`config.mk`:
```
export PLATFORM = sky130hd
export DESIGN_NAME = idu_stage
export DESIGN_NICKNAME = d
export VERILOG_FILES = /design/src/rtl/idu_pkg.sv /design/src/rtl/idu_core.sv /design/src/rtl/idu_stage.sv
export SDC_FILE = /design/constraint.sdc
export NUM_CORES = 1
export LEC_CHECK = 0
export ABC_CLOCK_PERIOD_IN_PS = 1600
export BUFFER_PORTS_ARGS = -buffer_cell sky130_fd_sc_hd__buf_2
export CAP_MARGIN = 20
export CORE_MARGIN = 1.5
export CORE_UTILIZATION = 51
export DETAILED_ROUTE_END_ITERATION = 10
export GPL_TIMING_DRIVEN = 0
export PLACE_DENSITY = 0.79
export SLEW_MARGIN = 20
export SYNTH_ARGS = -nofsm -noshare
export SYNTH_HDL_FRONTEND = slang
export SYNTH_HIERARCHICAL = 1
export SYNTH_SLANG_ARGS = --single-unit
```
`constraint.sdc`:
```
create_clock -name clk -period 1.6 [get_ports clk]
set_input_delay 0.16 -clock clk [delete_from_list [all_inputs] [get_ports clk]]
set_output_delay 0.16 -clock clk [all_outputs]
set_load 0.02 [all_outputs]
```
`src/rtl/idu_pkg.sv`:
```
// Shared definitions for the registered instruction decode stage.
package idu_pkg;

    localparam logic [6:0] OPC_LUI      = 7'h37;
    localparam logic [6:0] OPC_AUIPC    = 7'h17;
    localparam logic [6:0] OPC_JAL      = 7'h6f;
    localparam logic [6:0] OPC_JALR     = 7'h67;
    localparam logic [6:0] OPC_BRANCH   = 7'h63;
    localparam logic [6:0] OPC_LOAD     = 7'h03;
    localparam logic [6:0] OPC_STORE    = 7'h23;
    localparam logic [6:0] OPC_OP_IMM   = 7'h13;
    localparam logic [6:0] OPC_OP       = 7'h33;
    localparam logic [6:0] OPC_OP_IMM_W = 7'h1b;
    localparam logic [6:0] OPC_OP_W     = 7'h3b;
    localparam logic [6:0] OPC_SYSTEM   = 7'h73;

    typedef enum logic [3:0] {
        ALU_ADD    = 4'd0,  ALU_SUB  = 4'd1,  ALU_OR   = 4'd2,  ALU_AND  = 4'd3,
        ALU_XOR    = 4'd4,  ALU_SLL  = 4'd5,  ALU_SRL  = 4'd6,  ALU_SRA  = 4'd7,
        ALU_SLT    = 4'd8,  ALU_SLTU = 4'd9,  ALU_COPY_B = 4'd10, ALU_ADDW = 4'd11,
        ALU_SUBW   = 4'd12, ALU_SLLW = 4'd13, ALU_SRLW = 4'd14, ALU_SRAW = 4'd15
    } alu_op_e;

    typedef enum logic [2:0] {
        BR_EQ = 3'b000, BR_NE = 3'b001, BR_LT = 3'b100,
        BR_GE = 3'b101, BR_LTU = 3'b110, BR_GEU = 3'b111
    } br_type_e;

    typedef enum logic [2:0] {IMM_I, IMM_S, IMM_B, IMM_U, IMM_J, IMM_NONE} imm_type_e;

    // Stage state: RUN accepts new instructions, HALT waits for a flush.
    typedef enum logic {ST_RUN, ST_HALT} state_e;

    // Decoded control bundle (everything except pc, register indices and imm).
    typedef struct packed {
        logic       rd_en;
        logic       rs1_en;
        logic       rs2_en;
        logic       memread;
        logic       memwrite;
        logic [2:0] memwid;
        logic [2:0] brty;
        alu_op_e    alu_op;
        logic       alu_src2_imm;
        logic       branch;
        logic       jal;
        logic       jalr;
        logic       auipc;
        logic       illegal;
        logic [1:0] env;
    } ctrl_t;

    function automatic logic br_legal(input logic [2:0] funct3);
        return funct3 inside {BR_EQ, BR_NE, BR_LT, BR_GE, BR_LTU, BR_GEU};
    endfunction

    // Integer ALU op from funct3; alt (inst[30]) picks SUB only for register ops, SRA for both.
    function automatic alu_op_e alu_int(input logic [2:0] funct3, input logic alt,
                                        input logic is_reg);
        case (funct3)
            3'd0:    return (is_reg && alt) ? ALU_SUB : ALU_ADD;
            3'd1:    return ALU_SLL;
            3'd2:    return ALU_SLT;
            3'd3:    return ALU_SLTU;
            3'd4:    return ALU_XOR;
            3'd5:    return alt ? ALU_SRA : ALU_SRL;
            3'd6:    return ALU_OR;
            default: return ALU_AND;
        endcase
    endfunction

    // 32-bit word ALU op for the W opcodes; unlisted funct3 values fall back to ADDW.
    function automatic alu_op_e alu_word(input logic [2:0] funct3, input logic alt,
                                         input logic is_reg);
        case (funct3)
            3'd1:    return ALU_SLLW;
            3'd5:    return alt ? ALU_SRAW : ALU_SRLW;
            default: return (is_reg && alt && funct3 == 3'd0) ? ALU_SUBW : ALU_ADDW;
        endcase
    endfunction

endpackage

```
`src/rtl/idu_core.sv`:
```
// Combinational decoder: instruction word -> control bundle, indices, immediate.
module idu_core
    import idu_pkg::*;
#(
    parameter int RF_SIZE = 5,
    parameter int XLEN    = 64,
    parameter bit EN_RV64 = 1'b1
) (
    input  logic [31:0]        inst,
    output ctrl_t              ctrl,
    output logic [RF_SIZE-1:0] rd,
    output logic [RF_SIZE-1:0] rs1,
    output logic [RF_SIZE-1:0] rs2,
    output logic [XLEN-1:0]    imm
);

    logic [6:0]  opcode;
    logic [2:0]  funct3;
    logic [11:0] funct12;
    logic        alt;
    imm_type_e   imm_type;

    assign opcode  = inst[6:0];
    assign funct3  = inst[14:12];
    assign funct12 = inst[31:20];
    assign alt     = inst[30];

    assign rd  = RF_SIZE'(inst[11:7]);
    assign rs1 = RF_SIZE'(inst[19:15]);
    assign rs2 = RF_SIZE'(inst[24:20]);

    // Opcode decode; an illegal word collapses to an all-zero bundle with only the flag set.
    always_comb begin
        ctrl     = '0;
        imm_type = IMM_NONE;
        case (opcode)
            OPC_LUI: begin
                ctrl.rd_en = 1'b1; ctrl.alu_op = ALU_COPY_B; ctrl.alu_src2_imm = 1'b1;
                imm_type = IMM_U;
            end
            OPC_AUIPC: begin
                ctrl.rd_en = 1'b1; ctrl.alu_src2_imm = 1'b1; ctrl.auipc = 1'b1;
                imm_type = IMM_U;
            end
            OPC_JAL: begin
                ctrl.rd_en = 1'b1; ctrl.alu_src2_imm = 1'b1; ctrl.jal = 1'b1;
                imm_type = IMM_J;
            end
            OPC_JALR: begin
                ctrl.rd_en = 1'b1; ctrl.rs1_en = 1'b1; ctrl.alu_src2_imm = 1'b1;
                ctrl.jalr = 1'b1; imm_type = IMM_I;
            end
            OPC_BRANCH: begin
                if (br_legal(funct3)) begin
                    ctrl.rs1_en = 1'b1; ctrl.rs2_en = 1'b1; ctrl.branch = 1'b1;
                    ctrl.brty = funct3; ctrl.alu_op = ALU_SUB; imm_type = IMM_B;
                end else begin
                    ctrl.illegal = 1'b1;
                end
            end
            OPC_LOAD: begin
                ctrl.rd_en = 1'b1; ctrl.rs1_en = 1'b1; ctrl.memread = 1'b1;
                ctrl.memwid = funct3; ctrl.alu_src2_imm = 1'b1; imm_type = IMM_I;
            end
            OPC_STORE: begin
                ctrl.rs1_en = 1'b1; ctrl.rs2_en = 1'b1; ctrl.memwrite = 1'b1;
                ctrl.memwid = funct3; ctrl.alu_src2_imm = 1'b1; imm_type = IMM_S;
            end
            OPC_OP_IMM: begin
                ctrl.rd_en = 1'b1; ctrl.rs1_en = 1'b1; ctrl.alu_src2_imm = 1'b1;
                ctrl.alu_op = alu_int(funct3, alt, 1'b0); imm_type = IMM_I;
            end
            OPC_OP: begin
                ctrl.rd_en = 1'b1; ctrl.rs1_en = 1'b1; ctrl.rs2_en = 1'b1;
                ctrl.alu_op = alu_int(funct3, alt, 1'b1);
            end
            OPC_OP_IMM_W: begin
                if (EN_RV64) begin
                    ctrl.rd_en = 1'b1; ctrl.rs1_en = 1'b1; ctrl.alu_src2_imm = 1'b1;
                    ctrl.alu_op = alu_word(funct3, alt, 1'b0); imm_type = IMM_I;
                end else begin
                    ctrl.illegal = 1'b1;
                end
            end
            OPC_OP_W: begin
                if (EN_RV64) begin
                    ctrl.rd_en = 1'b1; ctrl.rs1_en = 1'b1; ctrl.rs2_en = 1'b1;
                    ctrl.alu_op = alu_word(funct3, alt, 1'b1);
                end else begin
                    ctrl.illegal = 1'b1;
                end
            end
            OPC_SYSTEM: begin
                if (funct12 == 12'd0)      ctrl.env = 2'b01;
                else if (funct12 == 12'd1) ctrl.env = 2'b10;
                else                       ctrl.illegal = 1'b1;
            end
            default: ctrl.illegal = 1'b1;
        endcase
        if (ctrl.illegal) begin
            ctrl         = '0;
            ctrl.illegal = 1'b1;
            imm_type     = IMM_NONE;
        end
    end

    // Immediate assembly at full XLEN, always sign-extended from inst[31].
    always_comb begin
        imm = '0;
        case (imm_type)
            IMM_I: imm = {{(XLEN-12){inst[31]}}, inst[31:20]};
            IMM_S: imm = {{(XLEN-12){inst[31]}}, inst[31:25], inst[11:7]};
            IMM_B: imm = {{(XLEN-13){inst[31]}}, inst[31], inst[7], inst[30:25], inst[11:8], 1'b0};
            IMM_U: imm = {{(XLEN-32){inst[31]}}, inst[31:12], 12'b0};
            IMM_J: imm = {{(XLEN-21){inst[31]}}, inst[31], inst[19:12], inst[20], inst[30:21], 1'b0};
            default: imm = '0;
        endcase
    end

endmodule

```
`src/rtl/idu_stage.sv`:
```
// Registered decode stage: one-entry pipe register between fetch and execute,
// with a RUN/HALT trap FSM that stops intake after ecall/ebreak/illegal until flush.
module idu_stage
    import idu_pkg::*;
#(
    parameter int RF_SIZE   = 5,
    parameter int XLEN      = 64,
    parameter bit EN_RV64   = 1'b1,
    parameter bit TRAP_HALT = 1'b1
) (
    input  logic               clk,
    input  logic               rst_n,
    input  logic               flush_i,
    input  logic               inst_valid_i,
    output logic               inst_ready_o,
    input  logic [31:0]        inst_i,
    input  logic [XLEN-1:0]    pc_i,
    output logic               dec_valid_o,
    input  logic               dec_ready_i,
    output logic [XLEN-1:0]    pc_o,
    output logic [RF_SIZE-1:0] rd_o,
    output logic [RF_SIZE-1:0] rs1_o,
    output logic [RF_SIZE-1:0] rs2_o,
    output logic               rd_en_o,
    output logic               rs1_en_o,
    output logic               rs2_en_o,
    output logic               memread_o,
    output logic               memwrite_o,
    output logic [2:0]         memwid_o,
    output logic [2:0]         brty_o,
    output logic [3:0]         alu_op_o,
    output logic               alu_src2_imm_o,
    output logic               branch_o,
    output logic               jal_o,
    output logic               jalr_o,
    output logic               auipc_o,
    output logic [XLEN-1:0]    imm_o,
    output logic               illegal_o,
    output logic [1:0]         env_o,
    output logic               halted_o
);

    // Handshake: a side transfers on a cycle where its valid and ready are both high.
    // Upstream is ready when running, not flushing, and the register is empty or draining.
    // The downstream bundle stays frozen while dec_valid_o is high and dec_ready_i is low.

    ctrl_t              ctrl_d, ctrl_q;
    logic [RF_SIZE-1:0] rd_d, rs1_d, rs2_d;
    logic [XLEN-1:0]    imm_d;
    state_e             state_q, state_d;
    logic               accept, trap;

    idu_core #(.RF_SIZE(RF_SIZE), .XLEN(XLEN), .EN_RV64(EN_RV64)) u_core (
        .inst (inst_i),
        .ctrl (ctrl_d),
        .rd   (rd_d),
        .rs1  (rs1_d),
        .rs2  (rs2_d),
        .imm  (imm_d)
    );

    assign inst_ready_o = (state_q == ST_RUN) & (~dec_valid_o | dec_ready_i) & ~flush_i;
    assign accept       = inst_valid_i & inst_ready_o;
    assign trap         = ctrl_d.illegal | (ctrl_d.env != 2'b00);
    assign halted_o     = (state_q == ST_HALT);

    // Next-state: flush always returns to RUN; an accepted trapping inst enters HALT.
    always_comb begin
        state_d = state_q;
        if (flush_i) begin
            state_d = ST_RUN;
        end else if (state_q == ST_RUN && accept && trap && TRAP_HALT) begin
            state_d = ST_HALT;
        end
    end

    // FSM state register.
    always_ff @(posedge clk or negedge rst_n) begin
        if (!rst_n) state_q <= ST_RUN;
        else        state_q <= state_d;
    end

    // Output valid: set on accept, cleared on drain or flush.
    always_ff @(posedge clk or negedge rst_n) begin
        if (!rst_n)            dec_valid_o <= 1'b0;
        else if (flush_i)      dec_valid_o <= 1'b0;
        else if (accept)       dec_valid_o <= 1'b1;
        else if (dec_ready_i)  dec_valid_o <= 1'b0;
    end

    // Bundle register: loads only on accept so a stalled bundle stays stable.
    always_ff @(posedge clk or negedge rst_n) begin
        if (!rst_n) begin
            ctrl_q <= '0;
            pc_o   <= '0;
            rd_o   <= '0;
            rs1_o  <= '0;
            rs2_o  <= '0;
            imm_o  <= '0;
        end else if (accept) begin
            ctrl_q <= ctrl_d;
            pc_o   <= pc_i;
            rd_o   <= rd_d;
            rs1_o  <= rs1_d;
            rs2_o  <= rs2_d;
            imm_o  <= imm_d;
        end
    end

    assign rd_en_o        = ctrl_q.rd_en;
    assign rs1_en_o       = ctrl_q.rs1_en;
    assign rs2_en_o       = ctrl_q.rs2_en;
    assign memread_o      = ctrl_q.memread;
    assign memwrite_o     = ctrl_q.memwrite;
    assign memwid_o       = ctrl_q.memwid;
    assign brty_o         = ctrl_q.brty;
    assign alu_op_o       = ctrl_q.alu_op;
    assign alu_src2_imm_o = ctrl_q.alu_src2_imm;
    assign branch_o       = ctrl_q.branch;
    assign jal_o          = ctrl_q.jal;
    assign jalr_o         = ctrl_q.jalr;
    assign auipc_o        = ctrl_q.auipc;
    assign illegal_o      = ctrl_q.illegal;
    assign env_o          = ctrl_q.env;

endmodule

```
==> results_dict.tcl, run 1 <==
set metrics [dict create \
    root_buffer "clkbuf_16" \
    synth_nets 664 \
    crit_path_max_fanout 10 \
    drive_gt1_share_pct 59.4 \
    wl_per_cell_um 18.8 \
    grt_max_degree 95 \
    layout_commonest_cell "buf_2" \
    dpl.cell_count 1040 \
    die_w_um 128 \
    ios 270 \
    antenna_found_initial 1 \
    min_from "inst_i[16]" \
    cts_buffers 17 \
    synthFlopType "dfrtp_1" \
    setup_viol 0 \
    path_class "input port to flip-flop" \
    grt_usage_pct 26.6 \
    startpoint "flush_i" \
    worst_ir_drop_vdd_v 0.000719 \
    overflow 0 \
    async_reset_ff_share_pct 100 \
    drt_wl_total_um 21500 \
    powerDensity_mw_per_mm2 1140 \
    ys_seq_area_share_pct 52.6 \
    status "completed" \
    min-delay-path-class "input port to flip-flop" \
    first_pass_iters 4 \
    gp_congestion 0.843 \
    start_util_pct 52.4 \
    drc_errors 0 \
    drv_slew 0 \
    fin_area_sq_mm 0.0109 \
    netlist_instances 563 \
    slew_headroom_pct 56.2 \
    cts_tree "yes" \
    dr_total_vias 5772 \
    dp_hpwl_um 13800 \
    layout.cells.non_filler 1141 \
    holdPathEnd "rs1_o[1]" \
    path_cells "dlygate4sd3_1 > buf_2 > nor2_2 > nand3_4 > buf_8 > buf_6 > mux2_4" \
    clk_pin_slew_ps 70 \
    via_per_inst 5.06 \
    synth-seq-cells 168 \
    final_util_pct 71.6 \
    critPathMaxStageDelay_ps 550 \
    dpl-instance-area_sq_mm 0.00964 \
    synth.avg_cell_area_sq_um 14.2 \
    worst_slew_pin_slew_ps 654 \
    synth_cell_types 49 \
    r2r-start "halted_o" \
    rsz0062_at_grt "yes" \
    dieArea_sq_mm 0.0164 \
    slowest_stage "dlygate4sd3_1" \
    finalCritPeriodShare_pct 96.9 \
    hold_path_depth 3 \
    grt_pass1_wl_um 33400 \
    fin_tns_setup_ps 0 \
    grt_pass1_vias 6117 \
    area_growth_pct 36.6 \
    critical-path-top-delay-family "buffers and inverters" \
    hold_viol 0 \
    port_buffers 265 \
    clock.fmax_mhz 645 \
    power.leakage_nw 6.05 \
    postRouteAntennaNets 0 \
    syn-cell-area_sq_mm 0.00800 \
    arrival_ps 1860 \
    r2r_slack_ps 80 \
    fin_crit_ps 1550 \
    final_cell_mix "270 x buf_2, 168 x dfrtp_1, 100 x mux2_4" \
    first_iter_violations 232 \
    r2r-end "pc_o[26]" \
    fp.dieH_um 128 \
    timing.max_cap.violations 0 \
    synth_warnings 6 \
    coreArea_sq_mm 0.0153 \
    cp.required_ps 1910 \
    r2r_cells 5 \
    clock_sinks 168 \
    clk-insertion-delay-late_ps 430 \
    synth_area_leaders "dfrtp_1 53%, mux2_4 19%, mux2_2 9.0%, buf_4 4.4%, buf_6 2.5%" \
    worst-path-buf-inv 4 \
    startpoint_type "input port" \
    clock_path_buffers 2 \
    end_kind "flip-flop" \
    ctsHtreeMaxLevel 4 \
    fin_nets 1017 \
    synth_top_area_cell "dfrtp_1" \
    synth-edff-count 0 \
    rows 45 \
    fin_skew_ps 8.48 \
    synth_top_area_share_pct 52.6 \
]
## logic make-up (layout without fill, tap and decap cells)
family	after synthesis	count (layout)	share of synthesized area (%)
AO/OA/AOI/OAI	57	57	5.38
other	0	1	0
multiplexers	166	166	28.1
buffers and inverters	85	450	8.04
AND/OR/NAND/NOR	87	88	5.93
flip-flops	168	168	52.6
## layout make-up
class                      instances  area (sq um)
antenna                            1          2.50
buffer                            78           627
clock buffer                      20           467
clock inverter                    12           110
fill                            1000          4340
inverter                           7          26.3
multi-input combinational        311          3190
sequential                       168          4200
tap                              211           264
timing repair buffer             333          2030
## power breakdown
group | leakage [nW] | switching (mW) | total [mW] | internal [mW]
combinational | 3.62 | 1.77 | 3.30 | 1.53
sequential | 2.15 | 0.346 | 5.22 | 4.87
clock | 0.271 | 1.80 | 3.96 | 2.16
## cell usage after synthesis, types with 2 or more instances
master / instances
o22ai_1: 2
mux2_1: 2
buf_4: 47
o21bai_1: 2
buf_6: 18
nor3_1: 5
dfrtp_1: 168
nor2b_1: 2
nand3_1: 5
a21oi_1: 7
inv_1: 7
nand2b_1: 2
nor4_1: 3
clkbuf_1: 5
nand4_1: 2
o21a_1: 3
buf_2: 7
nor3b_1: 5
nor2_1: 15
a21o_1: 21
and3_1: 2
nand2_1: 23
a31oi_1: 3
mux2_4: 100
mux2_2: 64
and2_1: 12
o21ai_0: 9
## layer usage
| layer | vias to the layer above | part of all wire (%) | GRT usage, % |
|---|---|---|---|
| met5 | - | 0 | 0 |
| li1 | 2620 | - | - |
| met2 | 268 | 49 | 44.4 |
| met3 | 56 | 7.3 | 7.89 |
| met4 | 0 | 2.8 | 11.4 |
| met1 | 2828 | 41 | 32.0 |
## what timing repair did
action / in CTS / in global routing
endpoints found under the setup margin: 33 / 128
buffers inserted: 0 / 1
cloned: 1 / 0
endpoints found under the hold margin: 140 / 0
hold buffers: 66 / 0
pin swaps: 1 / 1
gates resized for setup: 1 / 6
## tightest hold or removal path: cells and delay by family
kind / cells / cell delay, ps
buffers and inverters: 2 / 180
multiplexers: 1 / 120
## metrics by stage
step | hold WS [ps] | power, mW | setup WS (ps)
floorplan | -136 | 7.24 | -79.0
global placement | 377 | 8.31 | -2230
detailed placement | 159 | 8.39 | -538
CTS | 54.1 | 12.5 | -72.5
global route | 70.1 | 13.0 | 1.23
finish | 68.1 | 12.5 | 50.0
## flip-flops by register name (all words and copies together), names as in the netlist, 2 cells and up
signal / cells
imm_o: 64
brty_o: 3
env_o: 2
rs2_o: 5
memwid_o: 3
alu_op_o: 4
rs1_o: 5
pc_o: 64
rd_o: 5
## worst max-delay path by stage
stage                endpoint  cells after the start
floorplan           imm_o[63]                      7
global placement     pc_o[29]                      1
detailed placement  imm_o[46]                      7
CTS                 imm_o[54]                      7
global route          rd_o[4]                      4
finish               pc_o[26]                      7
Note: power is estimated with default switching activity, not from simulation.
==> run 2, diff against run 1 <==
==> constraint.sdc (replaced) <==
create_clock -name clk -period 1.6 [get_ports clk]
set_input_delay 0.32 -clock clk [delete_from_list [all_inputs] [get_ports clk]]
set_output_delay 0.32 -clock clk [all_outputs]
set_load 0.02 [all_outputs]
==> results_dict.tcl, run 2 (same netlist as run 1, synthesis figures left out) <==
set metrics [dict create \
    arrival_ps 1900 \
    rows 45 \
    root_buffer "clkbuf_16" \
    via_per_inst 5.05 \
    power.leakage_nw 5.83 \
    layout.cells.non_filler 1079 \
    antenna_found_initial 1 \
    reg.largest.list "imm_o (64), pc_o (64)" \
    grt_pass1_wl_um 30100 \
    finalCritPeriodShare_pct 99.5 \
    drive_gt1_share_pct 65.0 \
    grtUsageMet1_pct 30.1 \
    area_growth_pct 29.9 \
    worst_slew_pin_slew_ps 594 \
    clkPwrFrac_pct 33.2 \
    use_met3_pct 7.85 \
    crit_path_max_fanout 6 \
    end_kind "flip-flop" \
    final_util_pct 68.1 \
    cts_tree "yes" \
    startpoint_type "input port" \
    powerDensity_mw_per_mm2 1200 \
    path_class "input port to flip-flop" \
    hold_slack_ps 108 \
    clk_pin_slew_ps 60 \
    port_buffers 265 \
    worst_ir_drop_vdd_v 0.000780 \
    coreArea_sq_mm 0.0153 \
    first_iter_violations 267 \
    comb_power_share_pct 25.2 \
    dieArea_sq_mm 0.0164 \
    ctsHtreeMaxLevel 4 \
    fin_crit_ps 1590 \
    gp_congestion 0.860 \
    cts_buffers 17 \
    drv_slew 0 \
    dp_hpwl_um 13900 \
    grt.busiest_layer "met2" \
    seq_power_share_pct 41.6 \
    cp.required_ps 1900 \
    min-delay-path-class "input port to flip-flop" \
    wl_per_cell_um 18.1 \
    fin_nets 956 \
    postRouteAntennaNets 0 \
    rsz0062_at_grt "yes" \
    layout_commonest_cell "buf_2" \
    final_cell_mix "270 x buf_2, 168 x dfrtp_1, 100 x mux2_4" \
    switchingPower_mw 3.81 \
    clk-insertion-delay-late_ps 420 \
    first_pass_iters 4 \
    swShare_pct 30.6 \
    dr_total_vias 5447 \
    ios 270 \
    clock_sinks 168 \
    overflow 0 \
    die_w_um 128 \
    dpl.cell_count 1040 \
    drc_errors 0 \
    grt_pass1_vias 5529 \
    hold_viol 0 \
    met2_usage_pct 40.6 \
    grt_usage_pct 24.2 \
    slew_headroom_pct 60.4 \
    fp.dieH_um 128 \
    grt_max_degree 93 \
    diodes 0 \
    clock_path_buffers 2 \
    status "completed" \
    fin_skew_ps 4.52 \
    dpl-instance-area_sq_mm 0.00965 \
    start_util_pct 52.4 \
    p_int_mw 8.66 \
    timing.max_cap.violations 0 \
    clock.fmax_mhz 628 \
    fin_total_pwr_mw 12.5 \
    fin_area_sq_mm 0.0104 \
    drt_wl_total_um 19600 \
    setup_viol 0 \
]
-- run 2: cell types whose count changed in the layout (fill, tap and decap cells not counted), sizes merged --
cell | before | now
clkbuf | 26 | 22
clkinv | 4 | 5
clkinvlp | 4 | 2
bufinv | 0 | 2
buf | 339 | 345
inv | 11 | 12
dlygate4sd3 | 66 | 1
diode | 1 | 0
-- run 2: metal layers --
layer,up-vias,wire [um]
met5,-,13
met4,2,318
met3,28,1490
met2,224,9570
met1,2675,8190
li1,2518,-
-- run 2: power groups by stage --
stage | sequential, mW | combinational (mW) | clock (mW)
2_1_floorplan | 6.04 | 1.20 | 0
6_report | 5.19 | 3.14 | 4.14
4_1_cts | 5.19 | 3.15 | 4.25
3_3_place_gp | 5.22 | 3.08 | 0
5_1_grt | 5.27 | 3.34 | 4.40
3_5_place_dp | 5.26 | 3.12 | 0
-- run 2: what timing repair did --
action / in CTS / in global routing
hold buffers: 1 / 0
cloned: 1 / 0
pin swaps: 3 / 5
endpoints found under the setup margin: 44 / 101
setup buffers: 1 / 5
resized for setup: 6 / 16
hold endpoints to repair: 76 / 0
-- run 2: through the flow --
stage,setup slack [ps],setup TNS [ps]
global placement,-2400,-436170
detailed placement,-658,-36500
finish,7.96,0
global route,-42.9,-795
CTS,19.3,0
floorplan,-239,-11970
-- run 2: cell type report --
cell class,count,area (sq um)
inverters,7,26.3
repair buffers,273,1450
clock buffers,18,429
flip-flops and latches,168,4200
fillers,1133,4870
clock inverters,14,164
well taps,211,264
plain buffers,77,636
multi-input cells,311,3220
-- run 2: path summary, 6_finish.rpt --
kind                                   to  slack [ps]  depth (start not counted)       from
setup / recovery                imm_o[26]           8                          8  inst_i[5]
hold / removal                   pc_o[43]         110                          2   pc_i[43]
setup reg to reg                imm_o[62]          40                          5   halted_o
hold reg to reg                  pc_o[44]         490                          1   pc_o[44]
max in group asynchronous        pc_o[21]         300                          3      rst_n
min in group asynchronous  alu_src2_imm_o         440                          2      rst_n
-- run 2: critical path, stage by stage --
cell and delay, ps:
buf_12 110, and3b_2 220, o21a_1 200, o21ai_4 370, nor3_4 100, buf_4 150, a21o_1 160, mux2_4 260
